==> src/rtl/serial_subtractor_pkg.sv <==
// Shared definitions for the bit-serial subtractor: FSM state encoding and
// the default operand width.
package serial_subtractor_pkg;

  localparam int DEFAULT_WIDTH = 4;

  typedef enum logic [1:0] {
    IDLE = 2'd0,
    RUN  = 2'd1,
    DONE = 2'd2
  } state_t;

endpackage : serial_subtractor_pkg

==> src/rtl/serial_subtractor_if.sv <==
// Request/result bundle of the serial subtractor. The master side issues
// operands and start; the slave side (the subtractor) returns status and result.
interface serial_subtractor_if
  import serial_subtractor_pkg::*;
#(
  parameter int WIDTH = DEFAULT_WIDTH
) ();

  logic             start;
  logic [WIDTH-1:0] a;
  logic [WIDTH-1:0] b;
  logic             bi;
  logic             busy;
  logic             done;
  logic [WIDTH-1:0] diff;
  logic             bout;

  modport master (
    output start, a, b, bi,
    input  busy, done, diff, bout
  );

  modport slave (
    input  start, a, b, bi,
    output busy, done, diff, bout
  );

endinterface : serial_subtractor_if

==> src/rtl/serial_subtractor_full_sub.sv <==
// One-bit full subtractor cell: d = a - b - bi, with borrow-out bo.
module full_sub
  import serial_subtractor_pkg::*;
(
  input  logic a,
  input  logic b,
  input  logic bi,
  output logic d,
  output logic bo
);

  // Difference bit and borrow-out, purely combinational.
  always_comb begin
    d  = a ^ b ^ bi;
    bo = (~a & b) | (~(a ^ b) & bi);
  end

endmodule : full_sub

==> src/rtl/serial_subtractor.sv <==
// Bit-serial subtractor: one full_sub cell processes one bit per clock,
// LSB first. Operands are captured on an accepted start, the result is
// published to diff/bout on the cycle the FSM enters DONE.
module serial_subtractor
  import serial_subtractor_pkg::*;
#(
  parameter int WIDTH = DEFAULT_WIDTH
) (
  input  logic                clk,
  input  logic                rst_n,
  serial_subtractor_if.slave  bus
);

  localparam int             CW   = $clog2(WIDTH) + 1;
  localparam logic [CW-1:0]  LAST = CW'(WIDTH - 1);

  state_t           state_reg;
  state_t           state_next;
  logic [WIDTH-1:0] a_sr_reg;
  logic [WIDTH-1:0] b_sr_reg;
  logic [WIDTH-1:0] d_sr_reg;
  logic [WIDTH-1:0] diff_reg;
  logic             brw_reg;
  logic             bout_reg;
  logic [CW-1:0]    cnt_reg;

  logic             cell_d;
  logic             cell_bo;
  logic             last_bit;
  logic [WIDTH-1:0] d_sr_next;

  full_sub u_cell (
    .a  (a_sr_reg[0]),
    .b  (b_sr_reg[0]),
    .bi (brw_reg),
    .d  (cell_d),
    .bo (cell_bo)
  );

  // The difference bit of the current cycle enters at the MSB, so after
  // WIDTH shifts the first (LSB) bit sits at position 0.
  assign d_sr_next = {cell_d, d_sr_reg[WIDTH-1:1]};
  assign last_bit  = (cnt_reg == LAST);

  // State register.
  always_ff @(posedge clk or negedge rst_n) begin
    if (!rst_n) begin
      state_reg <= IDLE;
    end else begin
      state_reg <= state_next;
    end
  end

  // Next-state logic: start only matters in IDLE; DONE lasts one cycle.
  always_comb begin
    state_next = state_reg;
    case (state_reg)
      IDLE:    if (bus.start) state_next = RUN;
      RUN:     if (last_bit)  state_next = DONE;
      DONE:    state_next = IDLE;
      default: state_next = IDLE;
    endcase
  end

  // Operand capture and the serial datapath (shift registers, borrow, count).
  always_ff @(posedge clk or negedge rst_n) begin
    if (!rst_n) begin
      a_sr_reg <= '0;
      b_sr_reg <= '0;
      d_sr_reg <= '0;
      brw_reg  <= 1'b0;
      cnt_reg  <= '0;
    end else begin
      case (state_reg)
        IDLE: begin
          if (bus.start) begin
            a_sr_reg <= bus.a;
            b_sr_reg <= bus.b;
            brw_reg  <= bus.bi;
            d_sr_reg <= '0;
            cnt_reg  <= '0;
          end
        end
        RUN: begin
          a_sr_reg <= a_sr_reg >> 1;
          b_sr_reg <= b_sr_reg >> 1;
          brw_reg  <= cell_bo;
          d_sr_reg <= d_sr_next;
          cnt_reg  <= cnt_reg + CW'(1);
        end
        default: ;
      endcase
    end
  end

  // Result registers: loaded with the final bit's values on the edge that
  // enters DONE, so diff/bout are valid in the same cycle done is high.
  always_ff @(posedge clk or negedge rst_n) begin
    if (!rst_n) begin
      diff_reg <= '0;
      bout_reg <= 1'b0;
    end else if (state_reg == RUN && last_bit) begin
      diff_reg <= d_sr_next;
      bout_reg <= cell_bo;
    end
  end

  assign bus.busy = (state_reg != IDLE);
  assign bus.done = (state_reg == DONE);
  assign bus.diff = diff_reg;
  assign bus.bout = bout_reg;

endmodule : serial_subtractor

==> src/flat_wrapper.sv <==
// flat-port wrapper written by rule: the top's interface ports become plain ports
module serial_subtractor_flat import serial_subtractor_pkg::*;
#(
  parameter int WIDTH = DEFAULT_WIDTH
)
  (clk, rst_n, bus_start, bus_a, bus_b, bus_bi, bus_busy, bus_done, bus_diff, bus_bout);
  serial_subtractor_if #(.WIDTH(WIDTH)) bus_i ();
  input  logic clk;
  input  logic rst_n;
  input wire logic [$bits(bus_i.start)-1:0] bus_start;
  input wire logic [$bits(bus_i.a)-1:0] bus_a;
  input wire logic [$bits(bus_i.b)-1:0] bus_b;
  input wire logic [$bits(bus_i.bi)-1:0] bus_bi;
  output wire logic [$bits(bus_i.busy)-1:0] bus_busy;
  output wire logic [$bits(bus_i.done)-1:0] bus_done;
  output wire logic [$bits(bus_i.diff)-1:0] bus_diff;
  output wire logic [$bits(bus_i.bout)-1:0] bus_bout;
  assign bus_i.start = bus_start;
  assign bus_i.a = bus_a;
  assign bus_i.b = bus_b;
  assign bus_i.bi = bus_bi;
  assign bus_busy = bus_i.busy;
  assign bus_done = bus_i.done;
  assign bus_diff = bus_i.diff;
  assign bus_bout = bus_i.bout;
  serial_subtractor #(.WIDTH(WIDTH)) u_core (.clk(clk), .rst_n(rst_n), .bus(bus_i));
endmodule
==> config.mk <==
export PLATFORM = sky130hd
export DESIGN_NAME = serial_subtractor_flat
export DESIGN_NICKNAME = d
export VERILOG_FILES = /design/src/rtl/serial_subtractor_pkg.sv /design/src/rtl/serial_subtractor_if.sv /design/src/rtl/serial_subtractor_full_sub.sv /design/src/rtl/serial_subtractor.sv /design/src/flat_wrapper.sv
export SDC_FILE = /design/constraint.sdc
export NUM_CORES = 1
export LEC_CHECK = 0
export ABC_CLOCK_PERIOD_IN_PS = 3200
export BUFFER_PORTS_ARGS = -buffer_cell sky130_fd_sc_hd__buf_2
export CORE_MARGIN = 2
export CORE_UTILIZATION = 45
export DETAILED_ROUTE_END_ITERATION = 8
export PLACE_DENSITY_LB_ADDON = 0.12
export SLEW_MARGIN = 40
export SYNTH_ARGS = -nofsm -noshare
export SYNTH_HDL_FRONTEND = slang
export SYNTH_HIERARCHICAL = 1
export SYNTH_SLANG_ARGS = --single-unit
==> constraint.sdc <==
create_clock -name clk -period 3.2 [get_ports clk]
set_input_delay 0.48 -clock clk [delete_from_list [all_inputs] [get_ports clk]]
set_output_delay 0.48 -clock clk [all_outputs]
set_load 0.005 [all_outputs]
* After elaboration in Yosys (flattened, before gate mapping) *
Cells that the tools add are included.

word-level totals
  input bits = 12
  bits in registers = 23
  memories kept = 0
  output and inout port bits = 7
  logic and storage cells = 40
  memory bits (writable) = 0
  bits in latches = 0
  ROM bits = 0

operators by class
  multiplexer cells = 13
  bitwise logic cells = 7
  magnitude comparators = 0
  shifts and indexed selects = 0
  reductions and logical operators = 6
  eq/ne operators = 5
  $mul = 0
  $add $sub $neg = 1
  div/mod/pow operators = 0

operators with widths
  cell                                                                      number
  4-bit one-hot mux with 2 select lines                                     3
  4-bit two-way mux                                                         3
  3-bit one-hot mux with 2 select lines                                     1
  2-bit two-way mux                                                         2
  2-bit one-hot mux with 2 select lines                                     1
  2-bit AND reduction                                                       2
  2-bit nonzero test                                                        2
  3-bit by 1-bit adder with 3-bit output (second input constant)            1
  3-bit by 2-bit == test with 1-bit output (second input constant)          1
  3-bit two-way mux                                                         1
  1-bit AND                                                                 2
  2-bit by 1-bit == test with 1-bit output (second input constant)          1
  2-bit == test (second input constant)                                     1
  2-bit zero test                                                           1
  2-bit by 1-bit inequality test with 1-bit output (second input constant)  1
  2-bit inequality test (second input constant)                             1
  1-bit NOT                                                                 2
  1-bit one-hot mux with 2 select lines                                     1
  1-bit XOR                                                                 2
  1-bit logical AND                                                         1
  1-bit two-way mux                                                         1
  1-bit OR                                                                  1

* Longest topological paths before layout *
  word-level depth = 5
  gate-level depth with buffers = 4
  gate-level depth less buffers = 4

* Hierarchy *
Netlist, hierarchy kept.

by module, submodules not included
  module             cells each  area an instance (sq um)  sequential area each (sq um)  times used
  serial_subtractor  75          1018.5                    550.5                         1
  full_sub           4           31.3                      0.0                           1

* Least setup slack after synthesis *
Ideal clock, no wire load.

  path type = register to register
  from = register u_core.cnt_reg[0]
  to = register u_core.bout_reg, in the netlist u_core/bus.bout
  arrival time = 1.207 ns
  path buffers = 0
  library setup time = 0.125 ns
  slack = 1.868 ns
  stages on the path, launching flop included = 5
  period minus slack after synthesis = 1.332 ns
  data required time = 3.075 ns
  cells stage by stage = dfrtp_1 > ha_1 > ha_1 > nand3b_4 > mux2_2

on the way
  longest elaborated chain between the ends = 2

ends and longest elaborated chain
  what                                      RTL line                  source
  from (decl)                               serial_subtractor.sv:25   logic [CW-1:0] cnt_reg;
  from (signal assigned)                    serial_subtractor.sv:89   cnt_reg <= cnt_reg + CW'(1);
  3-bit by 2-bit == test with 1-bit output  serial_subtractor.sv:43   assign last_bit = (cnt_reg == LAST);
  1-bit logical AND                         serial_subtractor.sv:102  end else if (state_reg == RUN && last_bit) begin
  to (signal assigned)                      serial_subtractor.sv:104  bout_reg <= cell_bo;
  to (decl)                                 serial_subtractor.sv:24   logic bout_reg;

Every way passes these cells.
A chain may end at the register's enable or synchronous reset.

* Final worst setup path *
  from = register u_core.state_reg[0]
  to = output port bus_busy

on the way
  longest elaborated chain between the ends = 1

ends and longest elaborated chain
  what                    RTL line                  source
  from (decl)             serial_subtractor.sv:17   state_t state_reg;
  from (signal assigned)  serial_subtractor.sv:50   state_reg <= state_next;
  2-bit nonzero test      serial_subtractor.sv:108  assign bus.busy = (state_reg != IDLE);
  to (decl)               flat_wrapper.sv:14        output wire logic [$bits(bus_i.busy)-1:0] bus_busy;

Every way passes these cells.

==> impl_metrics.py <==
metrics = {
    "run_status": {
        "status": "finished, final reports clean",
    },
    "floorplanning": {
        "ioPinCount": 19,
        "fp.dieW_um": 52.3,
        "start_util_pct": 47.5,
        "coreArea_um2": 2210,
        "die_h_um": 52.3,
        "row_count": 17,
        "die-area_um2": 2740,
    },
    "finish": {
        "area_growth_pct": 10.3,
        "drive_above_1_share_pct": 35.8,
        "n_antenna_cell": 0,
        "instances_no_fill": 123,
        "nets": 112,
        "fin_util_pct": 52.3,
        "fin_area_um2": 1160,
        "seq_area_um2": 551,
        "multiInputGateArea_um2": 433,
        "fillerInstances": 213,
    },
    "worst_setup_path": {
        "crit_type": "register to output port",
        "critPathMaxFanout": 21,
        "worstPathCellList": "or2_2, buf_2",
        "critPathRequiredTime_ps": 2720,
        "path_depth": 2,
        "start_kind": "register",
        "r2r_cells": 2,
        "max_stage_delay_ps": 620,
        "crit_slowest_cell": "dfrtp_1",
        "worstSetupEndpointType": "output port",
        "crit_family": "flip-flops",
        "crit_buf_inv": 1,
        "crit_arrival_ps": 1400,
    },
    "yosys": {
        "syn_area_per_cell_um2": 13.3,
        "synthesis.nets": 94,
        "synth_top_family_by_area": "simple AND/OR/NAND/NOR gates",
        "synthCells": 79,
        "synth-simple-area-share_pct": 16.0,
        "synthXorXnorAreaFrac_pct": 0,
        "synth.most_common_cell": "dfrtp_1",
        "synthFlopType": "dfrtp_1",
        "ys_warn_count": 6,
        "synth.mux.area_fraction_pct": 6.32,
        "synthTopCellsByArea": "dfrtp_1 52%, mux2_2 5.4%, o221a_2 5.4%",
        "seq_area_frac_synth_pct": 52.4,
        "synth_compound_area_share_pct": 14.7,
        "netlist.area_leader.share_pct": 52.4,
        "netlist_top_cells_count": "22 x dfrtp_1, 7 x inv_1, 5 x mux2_2, 5 x o221a_2, 5 x or4b_1",
        "yosysTopAreaCell": "dfrtp_1",
        "synth_edf_count": 0,
        "synthAdderAreaFrac_pct": 4.29,
        "synth.distinct_cells": 26,
        "syn-cell-area_um2": 1050,
        "asyncSetResetFlopFracSynth_pct": 100,
        "ys_ff_latch": 22,
    },
    "clock_tree": {
        "post_cts_buffers": 0,
        "cts_made_buffers": 3,
        "cts.sinks": 22,
        "clk_pin_slew_ps": 100,
        "hold_buffers": 0,
        "cts_buffer_depth": 2,
        "clock-root-buffer": "clkbuf_4",
        "htreeDepth": 1,
        "clk_latency_ps": 290,
        "cts_resized": 0,
        "cts_tree": "yes",
    },
    "timing": {
        "period_share_pct": 58.8,
        "timing.slew.headroom_pct": 59.6,
        "drv_slew": 0,
        "tns_ps": 0,
        "fin_crit_ps": 1880,
        "hold_viol_final": 0,
        "rsz0062_at_grt": "no",
        "fin_worst_skew_ps": 1.03,
        "fmax_mhz": 531,
        "tightest_slew_ps": 605,
        "finalSetupViolCount": 0,
        "fin_ws_ps": 1320,
    },
    "placed_design": {
        "place_inst": 120,
        "io_buffer_count": 18,
        "place_congestion": 0.699,
        "pre_cts_slack_ps": 1650,
        "post-dp-hpwl_um": 1250,
        "postPlaceCellArea_um2": 1130,
    },
    "global_route": {
        "grt_pass1_wl_um": 3020,
        "overflow": 0,
        "grt_pass1_vias": 673,
        "antenna_found_initial": 0,
        "grt_usage_pct": 15.2,
        "grt_max_degree": 23,
    },
    "power": {
        "power_density_nw_per_um2": 911,
        "p_leak_nw": 0.568,
        "peakVddDrop_mv": 0.498,
    },
    "detailed_routing": {
        "wirelength_um": 1750,
        "wire_per_inst_um": 14.2,
        "first_pass_iters": 4,
        "drt_iter0_markers": 10,
        "ant_nets": 0,
        "route.detailed.vias_per_inst": 5.55,
        "num_vias": 683,
        "drc": 0,
    },
    "worst_hold_path": {
        "hold_path.class": "primary input to asynchronous set/reset pin",
    },
    "flow_run": {
        "cap_violations": 0,
    },
}
final timing paths:
check                                            endpoint                             from  slack (ps)
setup / recovery                                 bus_busy  u_core/state_reg[0]$_DFFE_PN0P_        1320
hold / removal             u_core/a_sr_reg[0]$_DFFE_PN0P_                            rst_n         120
setup reg to reg               u_core/brw_reg$_DFFE_PN0P_  u_core/state_reg[0]$_DFFE_PN0P_        1700
hold reg to reg             u_core/cnt_reg[0]$_DFFE_PN0P_    u_core/cnt_reg[0]$_DFFE_PN0P_         490
max in group asynchronous  u_core/d_sr_reg[2]$_DFFE_PN0P_                            rst_n        2760
min in group clk            u_core/cnt_reg[0]$_DFFE_PN0P_    u_core/cnt_reg[0]$_DFFE_PN0P_         490
metal layers:
layer | up-vias | GRT usage, % | share of wire (%)
li1 | 330 | - | -
met5 | - | 0 | 0
met1 | 341 | 22.6 | 53
met4 | 0 | 7.69 | 0.74
met3 | 2 | 2.57 | 3.2
met2 | 10 | 21.3 | 43
cells in the final DEF (no fill, tap or decap), types with 2 or more instances in the layout:
master and instances:
a211o_1 2, a22o_1 4, buf_2 18, clkbuf_4 3, dfrtp_1 22, ha_1 2, inv_1 7, mux2_2 5
nand2b_1 3, nor2b_1 2, nor3b_1 3, nor4b_1 2, nor4bb_1 2, o221a_2 5, or4b_1 5
metrics by stage:
step                      power [W]  hold WS (ps)
after floorplan            0.000848           184
after CTS                   0.00107           136
after detailed placement   0.000955           468
final                       0.00105           123
after global routing        0.00115           141
after global placement     0.000939           467
kinds of logic (layout without fill, tap and decap cells):
| family | count (synthesis) | in the layout |
|---|---|---|
| adder cells (fa/ha/maj) | 3 | 3 |
| AND/OR/NAND/NOR | 19 | 19 |
| multiplexers | 6 | 6 |
| buffers and inverters | 12 | 28 |
| AO/OA/AOI/OAI | 17 | 17 |
| flip-flops | 22 | 22 |
layout make-up:
class                      count  share of cell area (%)
sequential                    22                    47.6
multi-input combinational     45                    37.4
timing repair buffer          18                    7.78
tap                           28                    3.03
inverter                       7                    2.27
clock buffer                   3                    1.95
power breakdown:
group	switching (W)	internal, W
clock	0.0000714	0.0000437
sequential	0.000113	0.000406
combinational	0.000176	0.000244
Power figures use the tool's default switching activity.
